[config.mk]
export PLATFORM = sky130hd
export DESIGN_NAME = parking_gate_arbiter_flat
export DESIGN_NICKNAME = d
export VERILOG_FILES = /design/src/rtl/parking_gate_arbiter_if.sv /design/src/rtl/parking_gate_arbiter.sv /design/src/flat_wrapper.sv
export SDC_FILE = /design/constraint.sdc
export NUM_CORES = 1
export LEC_CHECK = 0
export BUFFER_PORTS_ARGS = -buffer_cell sky130_fd_sc_hd__clkbuf_2
export CORE_ASPECT_RATIO = 1.25
export CORE_MARGIN = 5
export CORE_UTILIZATION = 46
export DETAILED_ROUTE_END_ITERATION = 6
export PLACE_DENSITY = 0.86
export SLEW_MARGIN = 20
export SYNTH_ARGS = -nofsm -noshare
export SYNTH_HDL_FRONTEND = slang
export SYNTH_SLANG_ARGS = --single-unit
[constraint.sdc]
create_clock -name clk -period 2.4 [get_ports clk]
set_clock_uncertainty 0.2 [all_clocks]
set_input_delay 0.48 -clock clk [delete_from_list [all_inputs] [get_ports clk]]
set_output_delay 0.48 -clock clk [all_outputs]
set_load 0.005 [all_outputs]
[src/rtl/parking_gate_arbiter_if.sv]
// Gate-side request/response and occupancy-counter signals of the parking gate arbiter.
// The slave modport is the arbiter; the master modport drives gates and counter flags.
interface parking_gate_arbiter_if #(
  parameter int unsigned N_GATES = 4,
  parameter int unsigned CNT_W   = 11
);
  logic [N_GATES-1:0] gate_req;
  logic [N_GATES-1:0] gate_dir;
  logic [N_GATES-1:0] gate_uni;
  logic               uni_is_vacated_space;
  logic               is_vacated_space;
  logic [CNT_W-1:0]   uni_parked_car;
  logic [CNT_W-1:0]   parked_car;
  logic               car_entered;
  logic               is_uni_car_entered;
  logic               car_exited;
  logic               is_uni_car_exited;
  logic [N_GATES-1:0] gate_grant;
  logic [N_GATES-1:0] gate_deny;
  logic [N_GATES-1:0] barrier_open;
  logic               busy;

  modport master (
    output gate_req, gate_dir, gate_uni,
    output uni_is_vacated_space, is_vacated_space, uni_parked_car, parked_car,
    input  car_entered, is_uni_car_entered, car_exited, is_uni_car_exited,
    input  gate_grant, gate_deny, barrier_open, busy
  );

  modport slave (
    input  gate_req, gate_dir, gate_uni,
    input  uni_is_vacated_space, is_vacated_space, uni_parked_car, parked_car,
    output car_entered, is_uni_car_entered, car_exited, is_uni_car_exited,
    output gate_grant, gate_deny, barrier_open, busy
  );
endinterface

[src/rtl/parking_gate_arbiter.sv]
// Round-robin arbiter that turns per-gate entry/exit requests into single strobes on the
// shared occupancy counter, with a timed barrier per gate.
module parking_gate_arbiter #(
  parameter int unsigned N_GATES     = 4,
  parameter int unsigned OPEN_CYCLES = 8,
  parameter int unsigned CNT_W       = 11
) (
  input logic                   clk,
  input logic                   rst,
  parking_gate_arbiter_if.slave bus
);
  localparam int unsigned IdxW = $clog2(N_GATES);
  localparam int unsigned BarW = $clog2(OPEN_CYCLES + 1);

  typedef enum logic [1:0] {StArb, StChk, StWait} state_e;

  state_e             state_q, state_d;
  logic [IdxW-1:0]    rr_q, rr_d, idx_q, idx_d;
  logic               dir_q, dir_d, uni_q, uni_d;
  logic [N_GATES-1:0] served_q, served_d;
  logic [BarW-1:0]    bar_cnt_q [N_GATES];
  logic [BarW-1:0]    bar_cnt_d [N_GATES];
  logic [N_GATES-1:0] grant_q, grant_d, deny_q, deny_d, open_q, open_d;
  logic               ent_q, ent_d, ent_uni_q, ent_uni_d;
  logic               ext_q, ext_d, ext_uni_q, ext_uni_d;
  logic               busy_q, busy_d;

  logic [N_GATES-1:0] eligible;
  logic               found;
  logic [IdxW-1:0]    pick, cand;
  logic               ok;

  // First eligible gate at or after rr_q, wrapping.
  always_comb begin
    eligible = bus.gate_req & ~served_q & ~open_q;
    found    = 1'b0;
    pick     = rr_q;
    cand     = rr_q;
    for (int i = 0; i < int'(N_GATES); i++) begin
      cand = IdxW'((int'(rr_q) + i) % int'(N_GATES));
      if (!found && eligible[cand]) begin
        found = 1'b1;
        pick  = cand;
      end
    end
  end

  assign ok = dir_q ? (uni_q ? bus.uni_is_vacated_space : bus.is_vacated_space)
                    : ((uni_q ? bus.uni_parked_car : bus.parked_car) != {CNT_W{1'b0}});

  always_comb begin
    state_d   = state_q;
    rr_d      = rr_q;
    idx_d     = idx_q;
    dir_d     = dir_q;
    uni_d     = uni_q;
    served_d  = served_q;
    grant_d   = '0;
    deny_d    = '0;
    ent_d     = 1'b0;
    ent_uni_d = 1'b0;
    ext_d     = 1'b0;
    ext_uni_d = 1'b0;
    for (int g = 0; g < int'(N_GATES); g++) begin
      bar_cnt_d[g] = (bar_cnt_q[g] != '0) ? bar_cnt_q[g] - 1'b1 : '0;
    end

    unique case (state_q)
      StArb: begin
        if (found) begin
          idx_d   = pick;
          dir_d   = bus.gate_dir[pick];
          uni_d   = bus.gate_uni[pick];
          state_d = StChk;
        end
      end
      StChk: begin
        served_d[idx_q] = 1'b1;
        rr_d = (idx_q == IdxW'(N_GATES - 1)) ? '0 : idx_q + 1'b1;
        if (ok) begin
          grant_d[idx_q]   = 1'b1;
          ent_d            = dir_q;
          ent_uni_d        = dir_q & uni_q;
          ext_d            = ~dir_q;
          ext_uni_d        = ~dir_q & uni_q;
          bar_cnt_d[idx_q] = BarW'(OPEN_CYCLES);
          state_d          = StWait;
        end else begin
          deny_d[idx_q] = 1'b1;
          state_d       = StArb;
        end
      end
      StWait:  state_d = StArb;
      default: state_d = StArb;
    endcase

    // A dropped request always re-arms its gate, even in the cycle it is serviced.
    served_d = served_d & bus.gate_req;
    for (int g = 0; g < int'(N_GATES); g++) begin
      open_d[g] = (bar_cnt_d[g] != '0);
    end
    busy_d = (state_d != StArb);
  end

  always_ff @(posedge clk or posedge rst) begin
    if (rst) begin
      state_q   <= StArb;
      rr_q      <= '0;
      idx_q     <= '0;
      dir_q     <= 1'b0;
      uni_q     <= 1'b0;
      served_q  <= '0;
      grant_q   <= '0;
      deny_q    <= '0;
      open_q    <= '0;
      ent_q     <= 1'b0;
      ent_uni_q <= 1'b0;
      ext_q     <= 1'b0;
      ext_uni_q <= 1'b0;
      busy_q    <= 1'b0;
      for (int g = 0; g < int'(N_GATES); g++) bar_cnt_q[g] <= '0;
    end else begin
      state_q   <= state_d;
      rr_q      <= rr_d;
      idx_q     <= idx_d;
      dir_q     <= dir_d;
      uni_q     <= uni_d;
      served_q  <= served_d;
      grant_q   <= grant_d;
      deny_q    <= deny_d;
      open_q    <= open_d;
      ent_q     <= ent_d;
      ent_uni_q <= ent_uni_d;
      ext_q     <= ext_d;
      ext_uni_q <= ext_uni_d;
      busy_q    <= busy_d;
      for (int g = 0; g < int'(N_GATES); g++) bar_cnt_q[g] <= bar_cnt_d[g];
    end
  end

  assign bus.gate_grant         = grant_q;
  assign bus.gate_deny          = deny_q;
  assign bus.barrier_open       = open_q;
  assign bus.car_entered        = ent_q;
  assign bus.is_uni_car_entered = ent_uni_q;
  assign bus.car_exited         = ext_q;
  assign bus.is_uni_car_exited  = ext_uni_q;
  assign bus.busy               = busy_q;

endmodule

[src/flat_wrapper.sv]
// flat-port wrapper written by rule: the top's interface ports become plain ports
module parking_gate_arbiter_flat 
#(
  parameter int unsigned N_GATES     = 4,
  parameter int unsigned OPEN_CYCLES = 8,
  parameter int unsigned CNT_W       = 11
)
  (clk, rst, bus_gate_req, bus_gate_dir, bus_gate_uni, bus_uni_is_vacated_space, bus_is_vacated_space, bus_uni_parked_car, bus_parked_car, bus_car_entered, bus_is_uni_car_entered, bus_car_exited, bus_is_uni_car_exited, bus_gate_grant, bus_gate_deny, bus_barrier_open, bus_busy);
  parking_gate_arbiter_if #(.N_GATES(N_GATES), .CNT_W(CNT_W)) bus_i ();
  input logic clk;
  input logic rst;
  input wire logic [$bits(bus_i.gate_req)-1:0] bus_gate_req;
  input wire logic [$bits(bus_i.gate_dir)-1:0] bus_gate_dir;
  input wire logic [$bits(bus_i.gate_uni)-1:0] bus_gate_uni;
  input wire logic [$bits(bus_i.uni_is_vacated_space)-1:0] bus_uni_is_vacated_space;
  input wire logic [$bits(bus_i.is_vacated_space)-1:0] bus_is_vacated_space;
  input wire logic [$bits(bus_i.uni_parked_car)-1:0] bus_uni_parked_car;
  input wire logic [$bits(bus_i.parked_car)-1:0] bus_parked_car;
  output wire logic [$bits(bus_i.car_entered)-1:0] bus_car_entered;
  output wire logic [$bits(bus_i.is_uni_car_entered)-1:0] bus_is_uni_car_entered;
  output wire logic [$bits(bus_i.car_exited)-1:0] bus_car_exited;
  output wire logic [$bits(bus_i.is_uni_car_exited)-1:0] bus_is_uni_car_exited;
  output wire logic [$bits(bus_i.gate_grant)-1:0] bus_gate_grant;
  output wire logic [$bits(bus_i.gate_deny)-1:0] bus_gate_deny;
  output wire logic [$bits(bus_i.barrier_open)-1:0] bus_barrier_open;
  output wire logic [$bits(bus_i.busy)-1:0] bus_busy;
  assign bus_i.gate_req = bus_gate_req;
  assign bus_i.gate_dir = bus_gate_dir;
  assign bus_i.gate_uni = bus_gate_uni;
  assign bus_i.uni_is_vacated_space = bus_uni_is_vacated_space;
  assign bus_i.is_vacated_space = bus_is_vacated_space;
  assign bus_i.uni_parked_car = bus_uni_parked_car;
  assign bus_i.parked_car = bus_parked_car;
  assign bus_car_entered = bus_i.car_entered;
  assign bus_is_uni_car_entered = bus_i.is_uni_car_entered;
  assign bus_car_exited = bus_i.car_exited;
  assign bus_is_uni_car_exited = bus_i.is_uni_car_exited;
  assign bus_gate_grant = bus_i.gate_grant;
  assign bus_gate_deny = bus_i.gate_deny;
  assign bus_barrier_open = bus_i.barrier_open;
  assign bus_busy = bus_i.busy;
  parking_gate_arbiter #(.N_GATES(N_GATES), .OPEN_CYCLES(OPEN_CYCLES), .CNT_W(CNT_W)) u_core (.clk(clk), .rst(rst), .bus(bus_i));
endmodule
==> run metrics <==
Die Wd=about 70 um; Layout Cell Area excl Fill=approximately 2500 um^2; number of global-route vias before repair=about 1600; GR Util met1=0.1674; Tmin final=2.342 ns; met2 Track Usage GR=0.2640; Crit Path Class=reg -> reg; max cap viols=0; Top FF cell, synth=dfrtp_1; Slew @ Worst Pin=roughly 0.54 ns; Ys Warns=0; largest net degree at the start of global routing=46; gr ovfl total=0; CTS tree=yes; final layout net count=293; fmax=approximately 430 MHz; FP Rows=26; outcome=finished, final reports clean; Syn Area/Cell=between 10 and 15 um^2; share of layout cells above drive strength 1=0.3095; vias per cell=between 5 and 6; Final Wtd Congestion=0.8104; critical path arrival=2.33 ns; Worst path depth=7; Skew-Pair Late Insertion Delay=around 0.3 ns; Clock Path Buffers=2; clock root buffer=clkbuf_8; crit-path max cell delay=slightly above 0.4 ns; Avg WL per Cell=between 10 and 15 um; Port Buffers=54; total global-route track usage=0.1550; Total Die Area=~5700 um^2; clk sink count=between 40 and 50; Worst-path clk slew=0.08 ns; library cells used by synthesis=36; via count=1591; LEAKAGE=~1.3 nW; Layout fillers=350; H-tree levels=2; pwr dens=roughly 1200 nW/um^2; reg-to-reg slack, setup=around 0.058 ns; period utilization=0.9760; Final Util=0.5980; CP top delay family=compound AO/OA/AOI/OAI gates; sequential area share after synthesis=0.5766; antenna diode count=0; RSZ-0062 raised after global routing=true; Final Power=roughly 0.0028 W; Final Max Tran Viols=0; Hold Crit Class=in -> async; Register-to-Register Path Depth=7; slowest stage cell, crit path=dfrtp_1; total routed wirelength=roughly 4 mm; crit path buf inv count=1; busiest grt layer=met2; setup TNS=0 ns; Initial Utilization=0.4765; #FFs+latches synth=45; Area growth syn-to-layout=25.50%; Post-Synthesis Cells=between 150 and 200; Pre-Repair DR Iteration Count=4; cts bufs inserted=5; CP startpoint kind=flip-flop; I/O Pins=55; EDFF count, synth=0; Syn Nets=about 220; DRT iter0 DRCs=between 50 and 60; CP cell instances=nor3b_4, a21oi_2, or2_0, a222oi_1, buf_4, mux2_4, a221o_1; core footprint=roughly 4000 um^2; remaining antenna violation count=0; initial antenna violation count=0; first-pass GRT wire length=about 6.6 mm; CTS Hold Bufs=0; CP Max Fanout=4; dpl hpwl=~3.1 mm; met3 usage=0.04054; # DRC=0; Placed Area=between 2000 and 2500 um^2; CP endpoint kind=flip-flop; Die H=just over 80 um; number of buffers added for setup after CTS=0; final hold vios=0; VDD IR max=0.5286 mV; Slew headroom=0.6384; async set or reset register ratio after synthesis=1.000; area of the mapped netlist=around 2000 um^2; # setup viols final=0; CP Data Required Time=approximately 2.4 ns; Hold Slack=about 0.085 ns
## power breakdown
group,switching (W),internal [W]
Sequential,0.000232,0.00102
Clock,0.000258,0.000204
Combinational,0.000565,0.000557
## state kept, by name, summed over array words and instances, names as in the netlist
signal,count
u_core.bar_cnt_q,16
u_core.bus.busy,1
u_core.bus.gate_deny,4
u_core.state_q,2
u_core.rr_q,2
u_core.bus.car_entered,1
u_core.bus.car_exited,1
u_core.bus.gate_grant,4
u_core.uni_q,1
u_core.dir_q,1
u_core.bus.is_uni_car_entered,1
u_core.bus.is_uni_car_exited,1
u_core.idx_q,2
u_core.served_q,4
u_core.bus.barrier_open,4
## placed cells by master (no fill, tap or decap), types with 2 or more instances in the layout
master | synthesis | routed
buf_4 | 0 | 8
clkbuf_8 | 0 | 5
clkbuf_2 | 0 | 54
nand3_1 | 6 | 6
a21oi_1 | 12 | 12
dfrtp_1 | 45 | 45
nor2_1 | 8 | 8
ha_1 | 4 | 4
mux2_2 | 3 | 2
clkinvlp_4 | 0 | 3
nand3b_1 | 5 | 5
nor3_1 | 9 | 9
inv_1 | 9 | 9
nor4_1 | 5 | 5
a221o_1 | 2 | 2
o22ai_1 | 2 | 2
o21ai_0 | 10 | 10
nor3b_1 | 2 | 2
nand2b_1 | 2 | 2
nor2b_1 | 5 | 5
o31ai_1 | 4 | 4
mux2i_1 | 2 | 2
and2_1 | 7 | 7
nand2_1 | 22 | 22
nor4b_1 | 2 | 2
## kinds of logic after synthesis
| family | synth area share |
|---|---|
| and+or+nand+nor | 0.2300 |
| DFF | 0.5766 |
| AOI/OAI and AO/OA | 0.1230 |
| buffers and inverters | 0.01730 |
| muxes | 0.02755 |
| adders and majority gates | 0.02563 |
## tightest hold or removal path, stage by stage
cell and delay [ns]:
clkbuf_2 0.08, inv_1 0.04, buf_4 0.45
## synth_stat cells (3+ instances only)
| master | number | area share |
|---|---|---|
| dfrtp_1 | 45 | 0.58 |
| nand2_1 | 22 | 0.042 |
| a21oi_1 | 12 | 0.031 |
| o21ai_0 | 10 | 0.026 |
| inv_1 | 9 | 0.017 |
| nor3_1 | 9 | 0.023 |
| nor2_1 | 8 | 0.015 |
| and2_1 | 7 | 0.022 |
| nand3_1 | 6 | 0.015 |
| nand3b_1 | 5 | 0.019 |
| nor2b_1 | 5 | 0.016 |
| nor4_1 | 5 | 0.016 |
| ha_1 | 4 | 0.026 |
| o31ai_1 | 4 | 0.015 |
| mux2_2 | 3 | 0.017 |
## per-layer routing
layer,wire [um],vias to the layer above
li1,-,787
met1,1560,765
met2,2163,29
met3,161,10
met4,108,0
met5,0,-
## timing repair
item / 4_1_cts / 5_1_grt
gates cloned: 0 / 0
setup endpoints to repair: 1 / 1
gates resized for setup: 1 / 1
pin swaps: 1 / 0
## metrics by stage
| stage | std cells | setup slack (ns) |
|---|---|---|
| after floorplan | 182 | -0.1576 |
| after global placement | 300 | -0.06956 |
| after detailed placement | 300 | -0.1505 |
| after CTS | 308 | 0.02600 |
| after global routing | 308 | -0.005540 |
| final | 308 | 0.05760 |
## path summary, 6_finish.rpt
path,startpoint,end
max,u_core.served_q[3],u_core.dir_q
min,rst,u_core.bar_cnt_q[12]
max reg2reg,u_core.served_q[3],u_core.dir_q
min reg2reg,u_core.bar_cnt_q[0],u_core.bar_cnt_q[0]
max in group asynchronous,rst,u_core.bus.barrier_open[3]
min in group clk,bus_gate_req[0],u_core.served_q[0]
## cell type report
cell class / count / area (um^2) / area share
Clock buffer: 5 / 68.82 / 0.02808
Tap cell: 56 / 70.07 / 0.02859
Timing Repair Buffer: 62 / 330.3 / 0.1348
Sequential cell: 45 / 1126 / 0.4594
Clock inverter: 3 / 22.52 / 0.009188
Multi-Input combinational cell: 128 / 799.5 / 0.3262
Inverter: 9 / 33.78 / 0.01378
(Power assumes the default switching activity.)
